$ cat config.mk
export PLATFORM = sky130hd
export DESIGN_NAME = alu_issue_controller
export DESIGN_NICKNAME = d
export VERILOG_FILES = /design/src/rtl/alu_issue_controller.sv
export SDC_FILE = /design/constraint.sdc
export NUM_CORES = 1
export LEC_CHECK = 0
export ABC_AREA = 1
export ABC_CLOCK_PERIOD_IN_PS = 2800
export BUFFER_PORTS_ARGS = -buffer_cell sky130_fd_sc_hd__buf_2
export CAP_MARGIN = 20
export CORE_AREA = 4 4 107 109
export CTS_CLUSTER_DIAMETER = 120
export DETAILED_ROUTE_END_ITERATION = 7
export DIE_AREA = 0 0 111 113
export PLACE_DENSITY = 0.85
export SLEW_MARGIN = 30
export SYNTH_ARGS = -nofsm -noshare
export SYNTH_HDL_FRONTEND = slang
export SYNTH_SLANG_ARGS = --single-unit
$ cat constraint.sdc
create_clock -name clock -period 2.8 [get_ports clock]
set_clock_uncertainty 0.1 [all_clocks]
set_input_delay 0.28 -clock clock [delete_from_list [all_inputs] [get_ports clock]]
set_output_delay 0.28 -clock clock [all_outputs]
set_load 0.01 [all_outputs]
$ cat src/rtl/alu_issue_controller.sv
// RV32I execute-stage sequencer: accepts one OP/OP-IMM instruction at a time,
// reads the register file, issues to a registered ALU and writes the result
// back, flagging unsupported encodings and counting retired instructions.
module alu_issue_controller #(
  parameter int COUNT_WIDTH = 32,
  parameter int XLEN        = 32
) (
  input  logic                   clock,
  input  logic                   reset_n,
  input  logic                   instr_valid,
  output logic                   instr_ready,
  input  logic [31:0]            instruction,
  output logic [4:0]             rf_read_addr_1,
  output logic [4:0]             rf_read_addr_2,
  input  logic [XLEN-1:0]        rf_read_data_1,
  input  logic [XLEN-1:0]        rf_read_data_2,
  output logic                   alu_enable,
  output logic [2:0]             alu_funct3,
  output logic                   alu_alt,
  output logic [XLEN-1:0]        alu_operand_1,
  output logic [XLEN-1:0]        alu_operand_2,
  input  logic [XLEN-1:0]        alu_result,
  output logic                   rf_write_enable,
  output logic [4:0]             rf_write_addr,
  output logic [XLEN-1:0]        rf_write_data,
  output logic                   illegal,
  output logic [COUNT_WIDTH-1:0] retired_count
);

  localparam logic [6:0] OPC_OP     = 7'b0110011;
  localparam logic [6:0] OPC_OP_IMM = 7'b0010011;
  localparam logic [6:0] F7_BASE    = 7'b0000000;
  localparam logic [6:0] F7_ALT     = 7'b0100000;

  typedef enum logic [1:0] {
    ST_IDLE = 2'd0,
    ST_READ = 2'd1,
    ST_EXEC = 2'd2,
    ST_WB   = 2'd3
  } state_t;

  state_t                 state_q, state_d;
  logic [31:0]            instr_q, instr_d;
  logic [COUNT_WIDTH-1:0] count_q, count_d;

  logic [2:0]             funct3_s;
  logic [4:0]             rd_s;
  logic                   is_op_s;
  logic                   is_shift_s;
  logic                   legal_s;
  logic                   alt_s;
  logic [XLEN-1:0]        imm_s;
  logic [XLEN-1:0]        op2_s;

  // Only OP and OP-IMM are handled; the alternate funct7 is legal only where
  // it selects SUB/SRA (or SRAI), and immediate shifts need a clean funct7.
  function automatic logic is_legal(input logic [31:0] ins);
    logic ok;
    ok = 1'b0;
    case (ins[6:0])
      OPC_OP: begin
        ok = (ins[31:25] == F7_BASE) ||
             ((ins[31:25] == F7_ALT) &&
              ((ins[14:12] == 3'b000) || (ins[14:12] == 3'b101)));
      end
      OPC_OP_IMM: begin
        case (ins[14:12])
          3'b001:  ok = (ins[31:25] == F7_BASE);
          3'b101:  ok = (ins[31:25] == F7_BASE) || (ins[31:25] == F7_ALT);
          default: ok = 1'b1;
        endcase
      end
      default: ok = 1'b0;
    endcase
    return ok;
  endfunction

  // Field decode and operand-2 selection from the captured instruction
  always_comb begin
    funct3_s   = instr_q[14:12];
    rd_s       = instr_q[11:7];
    is_op_s    = (instr_q[6:0] == OPC_OP);
    legal_s    = is_legal(instr_q);
    imm_s      = {{(XLEN-12){instr_q[31]}}, instr_q[31:20]};
    is_shift_s = (funct3_s == 3'b001) || (funct3_s == 3'b101);
    if (is_shift_s) begin
      // Shift amounts are always the low five bits, zero-extended
      if (is_op_s) begin
        op2_s = {{(XLEN-5){1'b0}}, rf_read_data_2[4:0]};
      end else begin
        op2_s = {{(XLEN-5){1'b0}}, instr_q[24:20]};
      end
    end else if (is_op_s) begin
      op2_s = rf_read_data_2;
    end else begin
      op2_s = imm_s;
    end
    // ADDI carries imm[10] in bit 30, so only shifts may use it as alt
    if (is_op_s) begin
      alt_s = instr_q[30];
    end else if (funct3_s == 3'b101) begin
      alt_s = instr_q[30];
    end else begin
      alt_s = 1'b0;
    end
  end

  // Next-state and per-state output strobes of the issue sequencer
  always_comb begin
    state_d         = state_q;
    instr_d         = instr_q;
    count_d         = count_q;
    instr_ready     = 1'b0;
    alu_enable      = 1'b0;
    alu_funct3      = 3'b000;
    alu_alt         = 1'b0;
    alu_operand_1   = {XLEN{1'b0}};
    alu_operand_2   = {XLEN{1'b0}};
    rf_write_enable = 1'b0;
    rf_write_addr   = 5'd0;
    rf_write_data   = {XLEN{1'b0}};
    illegal         = 1'b0;
    rf_read_addr_1  = instr_q[19:15];
    rf_read_addr_2  = instr_q[24:20];
    case (state_q)
      ST_IDLE: begin
        instr_ready = 1'b1;
        if (instr_valid) begin
          instr_d = instruction;
          state_d = ST_READ;
        end else begin
          state_d = ST_IDLE;
        end
      end
      ST_READ: begin
        if (legal_s) begin
          state_d = ST_EXEC;
        end else begin
          illegal = 1'b1;
          state_d = ST_IDLE;
        end
      end
      ST_EXEC: begin
        alu_enable    = 1'b1;
        alu_funct3    = funct3_s;
        alu_alt       = alt_s;
        alu_operand_1 = rf_read_data_1;
        alu_operand_2 = op2_s;
        state_d       = ST_WB;
      end
      ST_WB: begin
        rf_write_enable = (rd_s != 5'd0);
        rf_write_addr   = rd_s;
        rf_write_data   = alu_result;
        count_d         = count_q + {{(COUNT_WIDTH-1){1'b0}}, 1'b1};
        state_d         = ST_IDLE;
      end
      default: begin
        state_d = ST_IDLE;
      end
    endcase
  end

  // State, captured instruction and retirement counter registers
  always_ff @(posedge clock) begin
    if (!reset_n) begin
      state_q <= ST_IDLE;
      instr_q <= 32'd0;
      count_q <= {COUNT_WIDTH{1'b0}};
    end else begin
      state_q <= state_d;
      instr_q <= instr_d;
      count_q <= count_d;
    end
  end

  assign retired_count = count_q;

endmodule
Word level (Yosys, flattened, before mapping)
Cells that the tools add are included.
- input bits: 131
- output and inout bits: 151
- bits in registers: 66
- reductions and logical operators: 10
- muxes and demuxes: 21
- add/sub/neg operators: 1
- equality and inequality tests: 8
- operator list (cell ; count):
    32-bit 2-to-1 mux ; 5
    32-bit by 1-bit adder with 32-bit output (second input constant) ; 1
    7-bit by 6-bit == test with 1-bit output (second input constant) ; 2
    5-bit 2-to-1 mux ; 2
    1-bit 2-to-1 mux ; 9
    2-bit case mux with 4 select lines ; 1
    7-bit by 5-bit == test with 1-bit output (second input constant) ; 1
    7-bit zero test ; 1
    5-bit nonzero test ; 1
    2-bit == test (second input constant) ; 2
    1-bit logical OR ; 4
    1-bit case mux with 2 select lines ; 2
    3-bit by 1-bit == test with 1-bit output (second input constant) ; 1
    3-bit == test (second input constant) ; 1
    3-bit zero test ; 1
    3-bit 2-to-1 mux ; 1
    2-bit by 1-bit == test with 1-bit output (second input constant) ; 1
    2-bit zero test ; 1
    2-bit 2-to-1 mux ; 1
    2-bit AND reduction ; 1
    1-bit logical AND ; 1

Depth between registers and ports, before layout
Gate-level depths: netlist (run 1).
- depth after elaboration: 7
- mapped depth: 9

Least setup slack after synthesis (run 1)
No wires, ideal clock.
- path type: register to output
- start: register instr_q[4]
- end: output port alu_operand_2[30]
- stages on the path, launching flop included: 10
- path slack: 1204 ps
- data required time: 2420 ps
- arrival time: 1216 ps
- cell sequence: dfxtp_1 inv_1 nor2_1 nand2_1 nor3_2 nand2_2 inv_2 buf_4 nand2_1 a21oi_1
- longest elaborated chain between the ends: 4
- ends and longest elaborated chain (what ; RTL line ; text):
    start: declaration ; 43 ; logic [31:0] instr_q, instr_d;
    start signal: assignment ; 172 ; instr_q <= instr_d;
    7-bit by 6-bit == test with 1-bit output ; 82 ; is_op_s = (instr_q[6:0] == OPC_OP);
    32-bit 2-to-1 mux ; 93 ; end else if (is_op_s) begin
    32-bit 2-to-1 mux ; 86 ; if (is_shift_s) begin
    32-bit 2-to-1 mux ; 125 ; case (state_q)
    end: declaration ; 21 ; output logic [XLEN-1:0] alu_operand_2,
Every way passes these cells.

Worst setup path in the final report (run 1)
- start: register instr_q[4]
- end: output port alu_operand_2[28]
The elaborated chain is that of the path after synthesis.

==> summary.txt, run 1 <==
Hold Path Depth - 3
Die Wd - 111 um
grt ovf - 0
Diodes inserted - 0
largest net degree at the start of global routing - 47
Startpoint Class - register
Final ANT Viol Nets - 0
post-CTS setup buffers - 0
fin nets - 1075
complex-gate fraction of the synthesized area - 13.62%
mux contribution to synthesized area - 0%
Layout area overhead - 39.53%
crit path buf inv count - 3
global placer's final weighted congestion - 0.9599
Max Slew Vio Count - 0
maxcap violations - 0
Clock Sinks - 66
CP peak stage delay - 0.34 ns
RSZ-0062 raised after global routing - no
die area - 12540 sq um
FFs w/ async S/R, synth - 0%
IO Count - 282
Worst EP required - 2.42 ns
worst-path maximum fanout - 30
PostCTS Resize Cnt - 0
Slew Limit Headroom - 52.76%
Hold Vio Cnt, Final - 0
leakage power - 3.196 nW
critical path arrival - 2.03 ns
Clock transition at path regs - 0.07 ns
Die H - 113 um
Yosys top cell by area - dfxtp_1
CP top delay family - simple AND/OR/NAND/NOR gates
First-pass DRT Iterations - 5
Hold Crit Start - instruction[18]
hold_buf cts - 0
row cnt - 38
# DRC - 0
worst vdd ir - 337.0 uV
Reg2Reg Setup Slack - 1.01 ns
Crit path top cell by count - nand2_1
vias in the first global route - 4518
cells along the critical path - inv_1 > nor2_1 > nand2_1 > nor3_2 > nand2_2 > clkinv_2 > nand2_1 > a21oi_1 > buf_2
Crit Path Category - register to primary output
Routed wire per std cell - 12.88 um
Setup Viol. Count Final - 0
Pwr Density - 375.6 nW/um^2
Crit-path slowest cell - clkinv_2
#FFs+latches synth - 66
via count - 5023
Post-Syn Area - 4089 sq um
first-pass GRT wire length - 22220 um
Avg Synthesized Cell Area - 5.952 sq um
CP Launch Point - instr_q[4]
Post-DP HPWL - 11120 um
Starting Density - 38.57%
post-synthesis cell type count - 35
post-synthesis xor/xnor area fraction - 0.6426%
largest family of logic cells by synthesized area - simple AND/OR/NAND/NOR gates
WHS Endpoint - instr_q[18]
synth top area cells - dfxtp_1, nor2_1, inv_1
CTS buffer count - 9
Post-synth EDFFs - 0
WL final - 14010 um
Vias/cell - 4.617
Worst-Margin Slew - 0.7078 ns
core outline area - 10600 sq um
worst reg2reg path depth - 7
First DRT Iteration DRCs - 247
total power - 0.002143 W
Post-Syn Instances - 687
Final TNS setup - 0 ns
fmax - 414.6 MHz
CTS Buffer Depth - 2
CP Capture Type - primary output
Min-Delay Path Class - input port to register
worst skew pair latency - 0.34 ns
yosys warns - 0
H-tree Lvls - 3
GRT Overall Usage - 21.43%
register area share after synthesis - 32.31%
crit path time final - 2.412 ns
layout cells sized above 1 - 34.39%
status - finished, final reports clean
syn_nets - 819
buffers added on ports - 281
Most used DFF post-synth - dfxtp_1
top cell type's share of synthesized area - 32.31%
adder-cell share of the synthesized area - 0.3060%
final period utilization - 86.14%
clock root cell - clkbuf_8
reg2reg end - retired_count[22]
Synth Area in Simple Gates - 36.41%
initial antenna violation count - 0
CTS tree - yes
## tightest hold or removal path, stage by stage
cell and delay [ns]:
buf_2 0.07, o21ai_0 0.07, nor2_1 0.07
## cells by family (layout without fill, tap and decap cells)
group / Yosys count / in the layout
XOR/XNOR: 3 / 3
AO/OA/AOI/OAI: 109 / 109
AND/OR/NAND/NOR: 343 / 343
buffers and inverters: 165 / 426
adder cells (fa/ha/maj): 1 / 1
flip-flops: 66 / 66
## synth_stat cells (3+ instances only)
library cell / instances
nand3_1: 18
nor2_4: 5
o21ai_1: 3
nor2_2: 10
inv_1: 123
nor2_1: 181
o21ai_0: 53
nand4_1: 14
buf_4: 13
a21oi_1: 48
nand3_2: 3
nand2_1: 93
clkbuf_1: 13
nor3_1: 7
buf_2: 12
nor3b_1: 3
dfxtp_1: 66
## metal layers
metal | vias to the layer above | share of wire (%) | global-route usage, %
met5 | - | 0 | 0
met3 | 28 | 8.6 | 6.150
met1 | 2190 | 41 | 25.13
li1 | 2597 | - | -
met2 | 208 | 48 | 37.70
met4 | 0 | 2.6 | 7.143
## sequential cells by signal, indices dropped and copies added, names as in the netlist, named ones only
name and flops:
instr_q 32, retired_count 32, state_q 1
## area by class of cell
cell class,count,area (sq um)
Clock inverter,5,77.57
Tap cell,140,175.2
Sequential cell,66,1321
Clock buffer,11,141.4
Timing Repair Buffer,284,1429
Multi-Input combinational cell,456,2087
Inverter,126,474.2
Fill cell,1081,4897
## worst max-delay path by stage
stage | to | slack [ns] | cells after the start
after floorplan | alu_operand_2[30] | 1.20 | 9
after global placement | alu_operand_2[15] | 0.70 | 8
after detailed placement | alu_operand_2[28] | 0.62 | 8
after CTS | alu_operand_2[28] | 0.22 | 8
after global routing | alu_operand_2[28] | 0.08 | 9
final | alu_operand_2[28] | 0.39 | 9
## placed cells by master, fill, tap and decap left out
cell        instances
buf_2             281
nor2_1            181
inv_1             123
nand2_1            92
dfxtp_1            66
o21ai_0            53
a21oi_1            48
nand3_1            18
nand4_1            14
nor2_2             10
clkbuf_8           10
nor3_1              7
nor2_4              5
nand2_2             3
clkinv_2            3
nand3_2             3
o21ai_1             3
nor3b_1             3
buf_4               3
nor3_2              2
xnor2_1             2
bufinv_16           2
nand2_4             1
inv_2               1
and2_1              1
nand3b_1            1
nor3b_2             1
o21bai_1            1
o21a_1              1
xor2_1              1
a211oi_1            1
a21o_1              1
clkinv_1            1
and3_1              1
a31oi_1             1
ha_1                1
clkbuf_1            1
clkinvlp_4          1
## where the power goes
group          switching [W]  leakage [nW]  total, W  internal [W]
clock network       0.000371         0.109  0.000894      0.000523
logic               0.000134          2.55  0.000249      0.000115
registers          0.0000236         0.540   0.00100      0.000977
## through the flow
| step | util, % | std cells | hold WS (ns) | setup slack [ns] | instance area (sq um) |
|---|---|---|---|---|---|
| after global placement | 51.71 | 1072 | 0.3454 | 0.7022 | 5483 |
| after detailed placement | 51.71 | 1072 | 0.3609 | 0.6154 | 5483 |
| after global routing | 53.81 | 1088 | 0.1038 | 0.08310 | 5705 |
| final | 53.81 | 1088 | 0.08595 | 0.3881 | 5705 |
| after floorplan | - | 687 | 0.3304 | 1.204 | 4089 |
| after CTS | 53.78 | 1088 | 0.07205 | 0.2243 | 5702 |
Note: power is estimated with default switching activity, not from simulation.
==> inputs of run 2 (changes only) <==
ABC_AREA = unset   (was 1)
PLACE_DENSITY = 0.82   (was 0.85)
==> summary.txt, run 2 <==
largest family of logic cells by synthesized area - simple AND/OR/NAND/NOR gates
die area - 12540 sq um (unchanged)
Pint - 0.001391 W (-14%)
via count - 4497 (-10%)
CTS buffer count - 9 (unchanged)
post-CTS setup buffers - 0 (unchanged)
Slew Limit Headroom - 46.30% (-6.5 points)
GRT Overall Usage - 21.60% (+0.16 points)
Most used DFF post-synth - dfxtp_1
largest net degree at the start of global routing - 44 (-6.4%)
# DRC - 0 (unchanged)
buffers added on ports - 281 (unchanged)
complex-gate fraction of the synthesized area - 14.21% (+0.59 points)
met2 Track Usage GR - 35.80% (-1.9 points)
leading cell type in the layout, fill and taps excluded - buf_2
CP Capture Type - primary output
yosys warns - 0 (unchanged)
worst-path maximum fanout - 33 (+10%)
worst vdd ir - 251.5 uV (-25%)
final core utilization - 50.20% (-3.6 points)
Clock Power Share - 36.2% (-5.5 points)
vias in the first global route - 4129 (-8.6%)
H-tree Lvls - 3 (unchanged)
worst skew pair latency - 0.34 ns (about the same)
Post-Syn Area - 3760 sq um (-8.0%)
met3 usage - 6.417% (+0.27 points)
Vias/cell - 4.942 (+7.0%)
post-synthesis xor/xnor area fraction - 2.795% (+2.2 points)
Comb power frac - 11.6% (about the same)
crit path time final - 2.626 ns (+0.2141 ns)
adder-cell share of the synthesized area - 0.3328% (+0.027 points)
Pwr Density - 355.7 nW/um^2 (-5.3%)
PostCTS Resize Cnt - 0 (unchanged)
First DRT Iteration DRCs - 268 (+8.5%)
core outline area - 10600 sq um (unchanged)
WL final - 14540 um (+3.8%)
leakage power - 2.740 nW (-14%)
row cnt - 38 (unchanged)
Clock transition at path regs - 0.08 ns (about the same)
fin cells - 910 (-16%)
Synth Area in Simple Gates - 36.27% (-0.14 points)
mux contribution to synthesized area - 3.461% (+3.5 points)
Post-DP Area - 5157 sq um (-5.9%)
Die H - 113 um (unchanged)
Worst EP required - 2.42 ns (about the same)
#FFs+latches synth - 66 (unchanged)
Startpoint Class - register
status - finished, final reports clean
Final TNS setup - 0 ns (unchanged)
first-pass GRT wire length - 21840 um (-1.7%)
Die Wd - 111 um (unchanged)
Setup Viol. Count Final - 0 (unchanged)
Hold Vio Cnt, Final - 0 (unchanged)
RSZ-0062 raised after global routing - no
Post-DP HPWL - 11710 um (+5.3%)
Yosys top cell by area - dfxtp_1
synth cell count leaders - nand2_1, a21oi_1, dfxtp_1
fmax - 380.8 MHz (-8.2%)
hold_buf cts - 0 (unchanged)
commonest non-fill, non-tap cells in the layout - buf_2, nand2_1, a21oi_1, dfxtp_1, and3_1
top cell type's share of synthesized area - 35.14% (+2.8 points)
fin nets - 896 (-17%)
FFs w/ async S/R, synth - 0% (unchanged)
total power - 0.001893 W (-12%)
Final ANT Viol Nets - 0 (unchanged)
gr busiest metal - met2
register area share after synthesis - 35.14% (+2.8 points)
initial antenna violation count - 2 (+2)
Routed wire per std cell - 15.98 um (+24%)
fin area - 5323 sq um (-6.7%)
grt ovf - 0 (unchanged)
final period utilization - 93.79% (+7.6 points)
global placer's final weighted congestion - 0.9246 (-3.7%)
CTS Buffer Depth - 2 (unchanged)
DP Cell Count - 893 (-17%)
Sw Share - 26.51% (+1.9 points)
Starting Density - 35.46% (-3.1 points)
IO Count - 282 (unchanged)
Min-Delay Path Class - input port to register
Net Sw Power - 0.0005019 W (-5.0%)
register share of total power - 52.2% (+5.5 points)
synth top area cells - dfxtp_1, nand2_1, a21oi_1
Max Slew Vio Count - 0 (unchanged)
Crit Path Category - register to primary output
clock root cell - clkbuf_8
CTS tree - yes
Worst-Margin Slew - 0.8035 ns (+0.09572 ns)
post-synthesis cell type count - 40 (+14%)
Post-Syn Instances - 517 (-25%)
Post-synth EDFFs - 0 (unchanged)
Clock Sinks - 66 (unchanged)
maxcap violations - 0 (unchanged)
# fillers - 1085 (+0.37%)
Layout area overhead - 41.56%
First-pass DRT Iterations - 5 (unchanged)
met1 track utilization from global routing - 26.28% (+1.1 points)
Avg Synthesized Cell Area - 7.272 sq um (+22%)
critical path arrival - 2.25 ns (+0.22 ns)
most common cell in the netlist - nand2_1
layout cells sized above 1 - 40.31% (+5.9 points)
syn_nets - 649 (-21%)
-- run 2: kinds of logic (layout without fill, tap and decap cells) --
logic type                 count (synthesis)  count (layout)
adders and majority gates                  1               1
muxes                                     13              13
buffers and inverters                     64             316
DFF                                       66              66
AOI/OAI and AO/OA                         96              96
xor gates and xnor gates                  12              12
other                                      0               1
and+or+nand+nor                          265             265
-- run 2: path summary, 6_finish.rpt --
kind / slack [ns] / end / depth (start not counted) / startpoint
worst max-delay path: 0.17 / alu_operand_2[1] / 6 / instr_q[2]
worst min-delay path: 0.07 / instr_q[9] / 3 / instruction[9]
worst max register to register: 0.48 / retired_count[25] / 4 / register
worst min register to register: 0.35 / instr_q[3] / 2 / instr_q[3]
-- run 2: layout make-up --
| cell class | count | area, sq um | share of cell area, % |
|---|---|---|---|
| Antenna cell | 1 | 2.502 | 0.04701 |
| Clock buffer | 11 | 131.4 | 2.468 |
| Clock inverter | 5 | 31.28 | 0.5877 |
| Inverter | 9 | 33.78 | 0.6347 |
| Multi-Input combinational cell | 387 | 2146 | 40.32 |
| Sequential cell | 66 | 1321 | 24.82 |
| Tap cell | 140 | 175.2 | 3.291 |
| Timing Repair Buffer | 291 | 1481 | 27.83 |
-- run 2: power by group through the flow --
stage               clock network (W)  logic (W)  registers (W)
CTS                          0.000708   0.000220       0.000988
finish                       0.000685   0.000220       0.000988
floorplan                           0   0.000105        0.00100
detailed placement                  0   0.000219        0.00101
global route                 0.000765   0.000244       0.000992
global placement                    0   0.000218        0.00101
-- run 2: metal layers --
| metal | share of wire, % | routed length (um) |
|---|---|---|
| met4 | 3.3 | 479 |
| met2 | 48 | 7029 |
| met5 | 0.048 | 7 |
| met1 | 42 | 6063 |
| met3 | 6.6 | 964 |
-- run 2: per-stage QoR --
stage / setup slack [ns] / hold slack [ns]
6_report: 0.1740 / 0.07412
5_1_grt: 0.01939 / 0.04510
4_1_cts: 0.2158 / 0.05631
3_5_place_dp: 0.5067 / 0.3449
3_3_place_gp: 0.5519 / 0.3408
2_1_floorplan: 0.7833 / 0.2978
-- run 2: worst max-delay path, cell delays in order, from the launching register on --
cell	delay [ns]
dfxtp_1	0.31
nor4b_1	0.38
and4_1	0.26
buf_4	0.36
mux2i_1	0.36
nor2_1	0.09
buf_2	0.15
